## src/rtl/uart_tx_fifo_if.sv

```systemverilog
// uart_tx_fifo_if: producer-side bundle for uart_tx_fifo.
//   master : the producer that pushes words and clears the sticky flags.
//   slave  : the transmitter.
// Signals:
//   wr_en, wr_data  push request and word      (master -> slave)
//   clr_tx_done     clears tx_done and overflow (master -> slave)
//   full            FIFO holds FIFO_DEPTH words (slave -> master)
//   fifo_count      words queued, excluding the word on the wire
//   overflow        sticky: a write was dropped while full
//   tx              serial line, registered, idle high
//   busy            a frame is on the wire
//   tx_done         sticky: at least one frame completed
interface uart_tx_fifo_if #(
  parameter int unsigned DATA_WIDTH = 8,
  parameter int unsigned FIFO_DEPTH = 4
);
  localparam int unsigned CntW = $clog2(FIFO_DEPTH) + 1;

  logic                  wr_en;
  logic [DATA_WIDTH-1:0] wr_data;
  logic                  clr_tx_done;
  logic                  full;
  logic [CntW-1:0]       fifo_count;
  logic                  overflow;
  logic                  tx;
  logic                  busy;
  logic                  tx_done;

  modport master (
    output wr_en, wr_data, clr_tx_done,
    input  full, fifo_count, overflow, tx, busy, tx_done
  );

  modport slave (
    input  wr_en, wr_data, clr_tx_done,
    output full, fifo_count, overflow, tx, busy, tx_done
  );
endinterface

```

## src/rtl/uart_tx_fifo.sv

```systemverilog
// uart_tx_fifo: UART transmitter with an input FIFO. Queued words are sent back-to-back as
// frames of start bit, DATA_WIDTH data bits LSB first, optional parity, 1 or 2 stop bits.
// Ports:
//   clk    clock, all logic on posedge
//   rst_l  synchronous active-low reset; aborts any frame in flight
//   bus    uart_tx_fifo_if.slave (push side, status flags and the serial tx line)
module uart_tx_fifo #(
  parameter int unsigned DATA_WIDTH  = 8,
  parameter int unsigned BAUD_PERIOD = 434,
  parameter int unsigned FIFO_DEPTH  = 4,
  parameter bit          PARITY_EN   = 1'b0,
  parameter bit          PARITY_ODD  = 1'b0,
  parameter int unsigned STOP_BITS   = 1
) (
  input  logic           clk,
  input  logic           rst_l,
  uart_tx_fifo_if.slave  bus
);
  localparam int unsigned PtrW  = $clog2(FIFO_DEPTH);
  localparam int unsigned CntW  = PtrW + 1;
  localparam int unsigned BaudW = $clog2(BAUD_PERIOD);
  // Counts data bits and, in the stop state, stop bits.
  localparam int unsigned BitW  = $clog2(DATA_WIDTH + 1);

  localparam logic [BaudW-1:0] BaudLast = BaudW'(BAUD_PERIOD - 1);
  localparam logic [BitW-1:0]  BitLast  = BitW'(DATA_WIDTH - 1);
  localparam logic [BitW-1:0]  StopLast = BitW'(STOP_BITS - 1);
  localparam logic [CntW-1:0]  CntFull  = CntW'(FIFO_DEPTH);

  typedef enum logic [2:0] {StIdle, StStart, StData, StParity, StStop} state_e;

  // FIFO
  logic [DATA_WIDTH-1:0] mem_q [FIFO_DEPTH];
  logic [PtrW-1:0]       wr_ptr_q, wr_ptr_d, rd_ptr_q, rd_ptr_d;
  logic [CntW-1:0]       count_q, count_d;
  logic                  full, empty, push, pop;
  logic [DATA_WIDTH-1:0] head;

  // Transmitter
  state_e                state_q, state_d;
  logic [BaudW-1:0]      baud_q, baud_d;
  logic [BitW-1:0]       bit_q, bit_d;
  logic [DATA_WIDTH-1:0] shreg_q, shreg_d;
  logic                  par_q, par_d;
  logic                  tx_q, tx_d;
  logic                  baud_end, frame_end;

  // Sticky flags
  logic                  overflow_q, overflow_d, tx_done_q, tx_done_d;

  // full is taken from the registered count, so a same-cycle pop never frees a slot
  // for a write arriving in that cycle.
  assign full  = (count_q == CntFull);
  assign empty = (count_q == '0);
  assign push  = bus.wr_en & ~full;
  assign head  = mem_q[rd_ptr_q];

  always_comb begin
    wr_ptr_d = wr_ptr_q;
    rd_ptr_d = rd_ptr_q;
    count_d  = count_q;
    if (push) wr_ptr_d = wr_ptr_q + PtrW'(1);
    if (pop)  rd_ptr_d = rd_ptr_q + PtrW'(1);
    if (push && !pop)      count_d = count_q + CntW'(1);
    else if (pop && !push) count_d = count_q - CntW'(1);
  end

  always_ff @(posedge clk) begin
    if (push) mem_q[wr_ptr_q] <= bus.wr_data;
  end

  // tx_d is derived from the current state, so tx_q trails the state by one cycle;
  // every bit still lasts exactly BAUD_PERIOD clocks.
  always_comb begin
    state_d   = state_q;
    baud_d    = baud_q;
    bit_d     = bit_q;
    shreg_d   = shreg_q;
    par_d     = par_q;
    tx_d      = 1'b1;
    pop       = 1'b0;
    frame_end = 1'b0;
    baud_end  = (baud_q == BaudLast);

    if (state_q != StIdle) baud_d = baud_end ? '0 : baud_q + BaudW'(1);

    unique case (state_q)
      StIdle: begin
        baud_d = '0;
        bit_d  = '0;
        if (!empty) begin
          pop     = 1'b1;
          shreg_d = head;
          par_d   = (^head) ^ PARITY_ODD;
          state_d = StStart;
        end
      end
      StStart: begin
        tx_d = 1'b0;
        if (baud_end) begin
          bit_d   = '0;
          state_d = StData;
        end
      end
      StData: begin
        tx_d = shreg_q[0];
        if (baud_end) begin
          shreg_d = shreg_q >> 1;
          if (bit_q == BitLast) begin
            bit_d   = '0;
            state_d = PARITY_EN ? StParity : StStop;
          end else begin
            bit_d = bit_q + BitW'(1);
          end
        end
      end
      StParity: begin
        tx_d = par_q;
        if (baud_end) begin
          bit_d   = '0;
          state_d = StStop;
        end
      end
      StStop: begin
        tx_d = 1'b1;
        if (baud_end) begin
          if (bit_q == StopLast) begin
            frame_end = 1'b1;
            bit_d     = '0;
            // Chain straight into the next frame when more words are queued.
            if (!empty) begin
              pop     = 1'b1;
              shreg_d = head;
              par_d   = (^head) ^ PARITY_ODD;
              state_d = StStart;
            end else begin
              state_d = StIdle;
            end
          end else begin
            bit_d = bit_q + BitW'(1);
          end
        end
      end
      default: state_d = StIdle;
    endcase
  end

  // A set in the same cycle as clr_tx_done wins.
  always_comb begin
    overflow_d = (bus.wr_en & full) | (overflow_q & ~bus.clr_tx_done);
    tx_done_d  = frame_end | (tx_done_q & ~bus.clr_tx_done);
  end

  always_ff @(posedge clk) begin
    if (!rst_l) begin
      wr_ptr_q   <= '0;
      rd_ptr_q   <= '0;
      count_q    <= '0;
      state_q    <= StIdle;
      baud_q     <= '0;
      bit_q      <= '0;
      shreg_q    <= '0;
      par_q      <= 1'b0;
      tx_q       <= 1'b1;
      overflow_q <= 1'b0;
      tx_done_q  <= 1'b0;
    end else begin
      wr_ptr_q   <= wr_ptr_d;
      rd_ptr_q   <= rd_ptr_d;
      count_q    <= count_d;
      state_q    <= state_d;
      baud_q     <= baud_d;
      bit_q      <= bit_d;
      shreg_q    <= shreg_d;
      par_q      <= par_d;
      tx_q       <= tx_d;
      overflow_q <= overflow_d;
      tx_done_q  <= tx_done_d;
    end
  end

  assign bus.full       = full;
  assign bus.fifo_count = count_q;
  assign bus.overflow   = overflow_q;
  assign bus.tx         = tx_q;
  assign bus.busy       = (state_q != StIdle);
  assign bus.tx_done    = tx_done_q;
endmodule
```

## src/flat_wrapper.sv

```systemverilog
// flat-port wrapper written by rule: the top's interface ports become plain ports
module uart_tx_fifo_flat 
#(
  parameter int unsigned DATA_WIDTH  = 8,
  parameter int unsigned BAUD_PERIOD = 434,
  parameter int unsigned FIFO_DEPTH  = 4,
  parameter bit          PARITY_EN   = 1'b0,
  parameter bit          PARITY_ODD  = 1'b0,
  parameter int unsigned STOP_BITS   = 1
)
  (clk, rst_l, bus_wr_en, bus_wr_data, bus_clr_tx_done, bus_full, bus_fifo_count, bus_overflow, bus_tx, bus_busy, bus_tx_done);
  uart_tx_fifo_if #(.DATA_WIDTH(DATA_WIDTH), .FIFO_DEPTH(FIFO_DEPTH)) bus_i ();
  input  logic clk;
  input  logic rst_l;
  input wire logic [$bits(bus_i.wr_en)-1:0] bus_wr_en;
  input wire logic [$bits(bus_i.wr_data)-1:0] bus_wr_data;
  input wire logic [$bits(bus_i.clr_tx_done)-1:0] bus_clr_tx_done;
  output wire logic [$bits(bus_i.full)-1:0] bus_full;
  output wire logic [$bits(bus_i.fifo_count)-1:0] bus_fifo_count;
  output wire logic [$bits(bus_i.overflow)-1:0] bus_overflow;
  output wire logic [$bits(bus_i.tx)-1:0] bus_tx;
  output wire logic [$bits(bus_i.busy)-1:0] bus_busy;
  output wire logic [$bits(bus_i.tx_done)-1:0] bus_tx_done;
  assign bus_i.wr_en = bus_wr_en;
  assign bus_i.wr_data = bus_wr_data;
  assign bus_i.clr_tx_done = bus_clr_tx_done;
  assign bus_full = bus_i.full;
  assign bus_fifo_count = bus_i.fifo_count;
  assign bus_overflow = bus_i.overflow;
  assign bus_tx = bus_i.tx;
  assign bus_busy = bus_i.busy;
  assign bus_tx_done = bus_i.tx_done;
  uart_tx_fifo #(.DATA_WIDTH(DATA_WIDTH), .BAUD_PERIOD(BAUD_PERIOD), .FIFO_DEPTH(FIFO_DEPTH), .PARITY_EN(PARITY_EN), .PARITY_ODD(PARITY_ODD), .STOP_BITS(STOP_BITS)) u_core (.clk(clk), .rst_l(rst_l), .bus(bus_i));
endmodule
```

## config.mk

```make
export PLATFORM = sky130hd
export DESIGN_NAME = uart_tx_fifo_flat
export DESIGN_NICKNAME = d
export VERILOG_FILES = /design/src/rtl/uart_tx_fifo_if.sv /design/src/rtl/uart_tx_fifo.sv /design/src/flat_wrapper.sv
export SDC_FILE = /design/constraint.sdc
export NUM_CORES = 1
export LEC_CHECK = 0
export BUFFER_PORTS_ARGS = -buffer_cell sky130_fd_sc_hd__clkbuf_2
export CAP_MARGIN = 40
export CORE_ASPECT_RATIO = 1.1
export CORE_UTILIZATION = 40
export DETAILED_ROUTE_END_ITERATION = 6
export GPL_TIMING_DRIVEN = 0
export PLACE_DENSITY_LB_ADDON = 0.12
export SETUP_SLACK_MARGIN = 0.15
export SYNTH_ARGS = -nofsm -noshare
export SYNTH_HDL_FRONTEND = slang
export SYNTH_SLANG_ARGS = --single-unit
```

## constraint.sdc

```tcl
create_clock -name clk -period 2.7 [get_ports clk]
set_input_delay 0.54 -clock clk [delete_from_list [all_inputs] [get_ports clk]]
set_output_delay 0.54 -clock clk [all_outputs]
set_load 0.02 [all_outputs]
```

==> results of run 1 <==
==> Yosys cell counts (all sizes together) (2+ instances only) <==
| library cell | n |
|---|---|
| nor2 | 32 |
| buf | 3 |
| and2 | 4 |
| o21ai | 7 |
| ha | 9 |
| mux2 | 7 |
| nand3 | 3 |
| or4b | 2 |
| nand2 | 7 |
| edfxtp | 32 |
| mux2i | 9 |
| or2 | 4 |
| a31oi | 2 |
| clkbuf | 6 |
| nor2b | 2 |
| or3b | 2 |
| nand4 | 5 |
| mux4 | 8 |
| inv | 13 |
| xor2 | 4 |
| nor3 | 4 |
| xnor2 | 13 |
| nand2b | 2 |
| nor3b | 4 |
| dfxtp | 37 |
| nand3b | 4 |
| or3 | 4 |
| a21oi | 15 |
==> state kept, by name, summed over array words and instances (netlist names), named ones only <==
name	flops
u_core.bus.tx	1
u_core.bus.fifo_count	3
u_core.wr_ptr_q	2
u_core.shreg_q	8
u_core.bit_q	4
u_core.bus.overflow	1
u_core.mem_q	32
u_core.state_q	3
u_core.baud_q	9
u_core.par_q	1
u_core.rd_ptr_q	2
u_core.bus.tx_done	1
==> area by class of cell <==
type                    instances  share of cell area
plain buffers                   9              0.0125
clock buffers                   9              0.0344
clock inverters                 7              0.0291
inverters                      13              0.0135
multi-input cells             165               0.366
flip-flops and latches         69               0.473
well taps                      87              0.0302
repair buffers                 26              0.0409
==> power by group through the flow <==
stage / sequential [mW] / clock (mW) / combinational [mW]
detailed placement: 1.35 / 0 / 0.985
finish: 1.33 / 0.963 / 1.05
floorplan: 1.36 / 0 / 0.770
global route: 1.35 / 1.03 / 1.17
CTS: 1.33 / 0.986 / 1.01
global placement: 1.35 / 0 / 0.976
==> kinds of logic (layout without fill, tap and decap cells) <==
kind of cell / count (synthesis) / after routing
flip-flops: 69 / 69
AND/OR/NAND/NOR: 82 / 82
XOR/XNOR: 17 / 17
AO/OA/AOI/OAI: 31 / 31
buffers and inverters: 22 / 64
adder cells (fa/ha/maj): 11 / 11
multiplexers: 24 / 24
==> metrics by stage <==
step	cells	area, sq um
final	385	3610
after global routing	385	3610
after CTS	381	3550
after detailed placement	362	3280
after global placement	362	3280
after floorplan	256	3080
==> worst max-delay path, stage by stage (launching register included) <==
cell	delay (ns)
dfxtp_2	0.34
or4b_4	0.56
o41ai_4	0.40
nand2_2	0.14
ha_4	0.19
inv_1	0.06
fa_1	0.17
xor2_1	0.07
or3_1	0.31
a21oi_1	0.13
==> final timing paths <==
| kind | to | from | slack (ns) |
|---|---|---|---|
| min | u_core.mem_q[3][2]$_DFFE_PP_ | bus_wr_data[2] | 0.41 |
| max | u_core.bus.fifo_count[2]$_SDFFE_PN0P_ | u_core.baud_q[6]$_SDFFE_PP0N_ | 0.27 |
| min reg2reg | u_core.shreg_q[7]$_SDFFE_PN0P_ | u_core.shreg_q[7]$_SDFFE_PN0P_ | 0.46 |
| max reg2reg | u_core.bus.fifo_count[2]$_SDFFE_PN0P_ | u_core.baud_q[6]$_SDFFE_PP0N_ | 0.27 |
==> layer usage <==
| metal | routed length, um | track usage | share of wire |
|---|---|---|---|
| met5 | 0 | 0 | 0 |
| met4 | 130 | 0.0861 | 0.024 |
| met3 | 131 | 0.0360 | 0.024 |
| met2 | 2620 | 0.252 | 0.48 |
| met1 | 2610 | 0.187 | 0.47 |
==> repair_timing <==
| item | CTS | global route |
|---|---|---|
| endpoints found under the setup margin | 2 | 3 |
| resized for setup | 5 | 9 |
| hold buffers | 0 | 0 |
| setup buffers | 3 | 4 |
| pin swaps | 2 | 4 |
==> placed cells by master, fill, tap and decap left out, drive strengths merged, types with 2 or more instances in the layout <==
cell type  netlist  layout
or3              4       4
xor2             4       4
nand3b           4       4
nand3            3       3
buf              3      10
dfxtp           37      37
inv             13      16
nand2            7       7
nor2b            2       2
nand4            5       5
clkbuf           6      34
or3b             2       2
and2             4       4
mux4             8       8
a31oi            2       2
xnor2           13      13
nand2b           2       2
nor2            32      32
o21ai            7       7
or2              4       4
ha               9       9
mux2             7       7
nor3             4       4
or4b             2       2
bufinv           0       2
edfxtp          32      32
nor3b            4       4
a21oi           15      15
mux2i            9       9
==> results.json, run 1 <==
{
  "period_share": 0.901,
  "syn_inst": 256,
  "syn-num-nets": 278,
  "yosys.area_share.simple": 0.144,
  "synth-compound-area-share": 0.0647,
  "seqPwrFrac": 0.398,
  "multiInputGateArea_sq_mm": 0.00132,
  "finish.utilization": 0.485,
  "cts.sinks": 69,
  "cts_made_buffers": 9,
  "insertion_delay_ns": 0.34,
  "synth_ff_type": "dfxtp_1",
  "cts.clk_slew.worst_paths_ns": 0.08,
  "max_slew.worst_pin.slew_ns": 0.605,
  "fill_cells": 682,
  "p_int_mw": 2.31,
  "setup.worst_path.start_class": "flip-flop",
  "seqCellArea_sq_mm": 0.00171,
  "wl_per_cell_um": 14.3,
  "drt_pass1_iterations": 6,
  "power_frac_clock": 0.288,
  "pwr-share-comb": 0.314,
  "die_area_sq_mm": 0.00805,
  "finalPower_mw": 3.34,
  "drtIter0Drc": 65,
  "fin_worst_skew_ns": 0.0124,
  "yosys-top-cells-area": "edfxtp_1 (31%), dfxtp_1 (24%), mux4_2 (5.9%)",
  "nNetsFinal": 315,
  "fmax_mhz": 411,
  "grt_usage": 0.154,
  "hold_ws_ns": 0.408,
  "drive_gt1_frac": 0.258,
  "setup_slack_ns": 0.266,
  "cap_violations": 0,
  "hold_viol_final": 0,
  "status": "finished clean",
  "diodes": 0,
  "ios": 20,
  "peakVddDrop_v": 0.000407,
  "die_h_um": 94.0,
  "powerDensity_mw_per_mm2": 926,
  "drv_slew": 0,
  "cts_tree": "yes",
  "hold_path.class": "in2reg",
  "clk_path_buf_depth": 2,
  "wirelength_um": 5490,
  "hpwl_um": 3710,
  "synth_top_family_by_area": "simple AND/OR/NAND/NOR gates",
  "crit_path_end_kind": "flip-flop",
  "io_buffers": 19,
  "synth_top_area_frac": 0.312,
  "h-tree-depth": 3,
  "setup_viol": 0,
  "initial_utilization": 0.414,
  "switching_share": 0.309,
  "synth_edf_count": 32,
  "critical_path.max_fanout": 5,
  "synth_largest_area_cell": "edfxtp_1",
  "grt_max_degree": 15,
  "synth-seq-cells": 69,
  "synthMuxAreaShare": 0.113,
  "p_leak_nw": 1.30,
  "clockRootBuffer": "clkbuf_8",
  "yosysSeqAreaShare": 0.553,
  "rsz0062_at_grt": "no",
  "critPathKind": "reg2reg",
  "fin_setup_tns_ns": 0,
  "place_ws_ns": -0.0321,
  "fin_crit_ns": 2.43,
  "place.gp.congestion": 0.759,
  "via_per_inst": 5.10,
  "rows": 33,
  "ys_warn_count": 0,
  "grt_pass1_wl_um": 9200,
  "postRouteAntennaNets": 0,
  "hold_depth": 1,
  "synthArstFlopShare": 0,
  "synth.lib_cells_used.distinct": 47,
  "syn_area_per_cell_sq_um": 12.0,
  "chipWidth_um": 85.6,
  "synth_area_sq_mm": 0.00308,
  "synth_fa_ha_area_frac": 0.0468,
  "worstPathArrival_ns": 2.71,
  "synthXorXnorAreaFrac": 0.0484,
  "drc": 0,
  "first_global_vias": 1891,
  "area_delta_synth_final_pct": 17.2,
  "gr-total-overflow": 0,
  "relSlewSlack": 0.597,
  "cp.required_ns": 2.98,
  "r2r_cells": 9,
  "fp.coreArea_sq_mm": 0.00743,
  "num_vias": 1962,
  "switchingPower_mw": 1.03,
  "antenna_found_initial": 0
}
(Power assumes the default switching activity.)
==> run 2, diff against run 1 <==
--- a/config.mk
+++ b/config.mk
@@ -5,8 +5,9 @@
 export SDC_FILE = /design/constraint.sdc
 export NUM_CORES = 1
 export LEC_CHECK = 0
+export ABC_AREA = 1
 export BUFFER_PORTS_ARGS = -buffer_cell sky130_fd_sc_hd__clkbuf_2
-export CAP_MARGIN = 40
+export CAP_MARGIN = 20
 export CORE_ASPECT_RATIO = 1.1
 export CORE_UTILIZATION = 40
 export DETAILED_ROUTE_END_ITERATION = 6
==> run 2 against run 1 <==
Setup slack gained 0.12 ns. Synthesized area grew 6.1%. Combinational power increased by 70%. Register-to-register slack better by 0.12 ns. Core utilization is 1.9 points lower. Sequential power increased by 6%. Die area is 5.9% higher. Sequential share of layout area is 1.1 points lower. Largest power group is now combinational cells. Highest routed layer unchanged.
==> results.json, run 2 <==
{
  "status": "finished clean",
  "synth.lib_cells_used.distinct": 36,
  "syn_inst": 390,
  "chipWidth_um": 88.1,
  "ys_warn_count": 0,
  "stdcell_count": 532,
  "insertion_delay_ns": 0.34,
  "gr-total-overflow": 0,
  "io_buffers": 18,
  "first_global_vias": 2348,
  "max_slew.worst_pin.slew_ns": 0.819,
  "relSlewSlack": 0.452,
  "die_area_sq_mm": 0.00852,
  "synth_top_area_frac": 0.294,
  "wirelength_um": 6150,
  "postCtsResizedCells": 0,
  "clk_path_buf_depth": 2,
  "diodes": 0,
  "hold_path.class": "in2reg",
  "grt_usage": 0.164,
  "fin_worst_skew_ns": 0.0122,
  "cp_slowest_stage_delay_ns": 0.38,
  "antenna_found_initial": 0,
  "hold_ws_ns": 0.410,
  "place_area_sq_mm": 0.00349,
  "cts.sinks": 69,
  "synthTopCellsByCount": "nand2_1 (130), dfxtp_1 (37), inv_1 (34)",
  "synth_ff_type": "dfxtp_1",
  "finalPower_mw": 4.04,
  "cts.clk_slew.worst_paths_ns": 0.08,
  "switchingPower_mw": 1.71,
  "dp_cells": 516,
  "r2r_cells": 14,
  "critical_path.max_fanout": 7,
  "wl_per_cell_um": 11.6,
  "worstPathArrival_ns": 2.55,
  "p_int_mw": 2.32,
  "cp.required_ns": 2.94,
  "yosysSeqAreaShare": 0.521,
  "slowest_stage": "fa_1",
  "fin_setup_tns_ns": 0,
  "top_regs": "u_core.mem_q: 32 flops, u_core.baud_q: 9 flops, u_core.shreg_q: 8 flops",
  "hold_viol_final": 0,
  "h-tree-depth": 3,
  "fp.coreArea_sq_mm": 0.00791,
  "path_cells": "inv_1 -> ha_1 -> nand3_1 -> nor2_4 -> nor2_1 -> nor2_2 -> nand2_2 -> ha_1 -> inv_1 -> fa_1 -> a21oi_1 -> o21ai_0 -> o21ai_0 -> a21oi_1",
  "rsz0062_at_grt": "no",
  "grt_pass1_wl_um": 10800,
  "top_register": "u_core.mem_q",
  "fill_cells": 813,
  "fmax_mhz": 432,
  "cts_made_buffers": 9,
  "drive_gt1_frac": 0.153,
  "area_delta_synth_final_pct": 13.0,
  "finish.utilization": 0.466,
  "peakVddDrop_v": 0.000513,
  "clockRootBuffer": "clkbuf_8",
  "cap_violations": 0,
  "hpwl_um": 4490,
  "power_frac_clock": 0.206,
  "setup_viol": 0,
  "final_cell_mix": "nand2_1 (130), dfxtp_1 (37), inv_1 (34), edfxtp_1 (32)",
  "hold_path_startpoint": "bus_wr_data[5]",
  "postRouteAntennaNets": 0,
  "seqPwrFrac": 0.350,
  "post_cts_buffers": 0,
  "fin_crit_ns": 2.32,
  "drc": 0,
  "synth-seq-cells": 69,
  "postCtsHoldBufs": 0,
  "drtIter0Drc": 76,
  "place.gp.congestion": 0.776,
  "critPathKind": "reg2reg",
  "die_h_um": 96.7,
  "setup.worst_path.start_class": "flip-flop",
  "synth_area_sq_mm": 0.00326,
  "cts_tree": "yes",
  "syn-num-nets": 412,
  "synthArstFlopShare": 0,
  "crit_path_end_kind": "flip-flop",
  "pwr-share-comb": 0.444,
  "place_ws_ns": 0.389,
  "drv_slew": 0,
  "nNetsFinal": 441,
  "num_vias": 2483,
  "rows": 34,
  "hold_depth": 1,
  "rrSetupSlack_ns": 0.38,
  "setup.worst_path.start": "u_core.baud_q[1]$_SDFFE_PP0N_",
  "layout_commonest_cell": "nand2_1",
  "r2r_start": "u_core.baud_q[1]$_SDFFE_PP0N_",
  "largest_reg_flops": 32,
  "p_leak_nw": 1.57,
  "grt_max_degree": 14,
  "powerDensity_mw_per_mm2": 1090,
  "yosys-top-cells-area": "edfxtp_1 (29%), dfxtp_1 (23%), nand2_1 (15%)",
  "ios": 20,
  "syn_area_per_cell_sq_um": 8.37,
  "synth_largest_area_cell": "edfxtp_1",
  "switching_share": 0.424,
  "setup_slack_ns": 0.384,
  "yosysMostFrequentCell": "nand2_1",
  "period_share": 0.858,
  "final_cell_area_sq_mm": 0.00369,
  "drt_pass1_iterations": 4,
  "via_per_inst": 4.67,
  "synth_edf_count": 32,
  "initial_utilization": 0.412
}
run 2: cell count changes after synthesis, sizes merged, moves of 8 or more:
cell / change
nand2: +126
inv: +30
nand3: +25
xnor2: -10
mux2i: -9
mux4: -8
o21ai: +8
run 2: path summary, 6_finish.rpt:
check	end
min	u_core.mem_q[3][5]$_DFFE_PP_
max reg2reg	u_core.bus.fifo_count[2]$_SDFFE_PN0P_
max	u_core.bus.fifo_count[2]$_SDFFE_PN0P_
min reg2reg	u_core.bus.overflow$_SDFF_PN0_
run 2: critical path, delay by kind of cell (launching register included):
| family | cells | cell delay [ns] |
|---|---|---|
| buffers and inverters | 2 | 0.11 |
| adder cells (fa/ha/maj) | 3 | 0.71 |
| flip-flops | 1 | 0.36 |
| AND/OR/NAND/NOR | 5 | 0.54 |
| AO/OA/AOI/OAI | 4 | 0.46 |
run 2: layout make-up:
| type | count | area [sq um] | area share |
|---|---|---|---|
| sequential | 69 | 1700 | 0.462 |
| multi-input combinational | 268 | 1330 | 0.360 |
| inverter | 44 | 170 | 0.0462 |
| tap | 108 | 135 | 0.0367 |
| clock buffer | 9 | 124 | 0.0336 |
| timing repair buffer | 18 | 90.1 | 0.0244 |
| clock inverter | 7 | 73.8 | 0.0200 |
| buffer | 9 | 63.8 | 0.0173 |
run 2: per-layer routing:
layer  routed length [um]  global-route usage
met2                 2980               0.270
met5                    0                   0
met4                   99              0.0744
met3                  160              0.0307
met1                 2910               0.206
run 2: power by group through the flow:
stage                     clock (mW)  combinational, mW  sequential [mW]
after CTS                      0.859               1.81             1.41
after detailed placement           0               1.80             1.44
after global routing           0.892               2.07             1.44
final                          0.832               1.79             1.41
after global placement             0               1.78             1.43
after floorplan                    0               1.39             1.44
run 2: kinds of logic (layout without fill, tap and decap cells):
family / Yosys count / in the layout / synth area share
AO/OA/AOI/OAI: 47 / 47 / 0.0809
XOR/XNOR: 4 / 4 / 0.0107
adder cells (fa/ha/maj): 10 / 10 / 0.0406
buffers and inverters: 53 / 87 / 0.0717
flip-flops: 69 / 69 / 0.521
AND/OR/NAND/NOR: 207 / 207 / 0.275
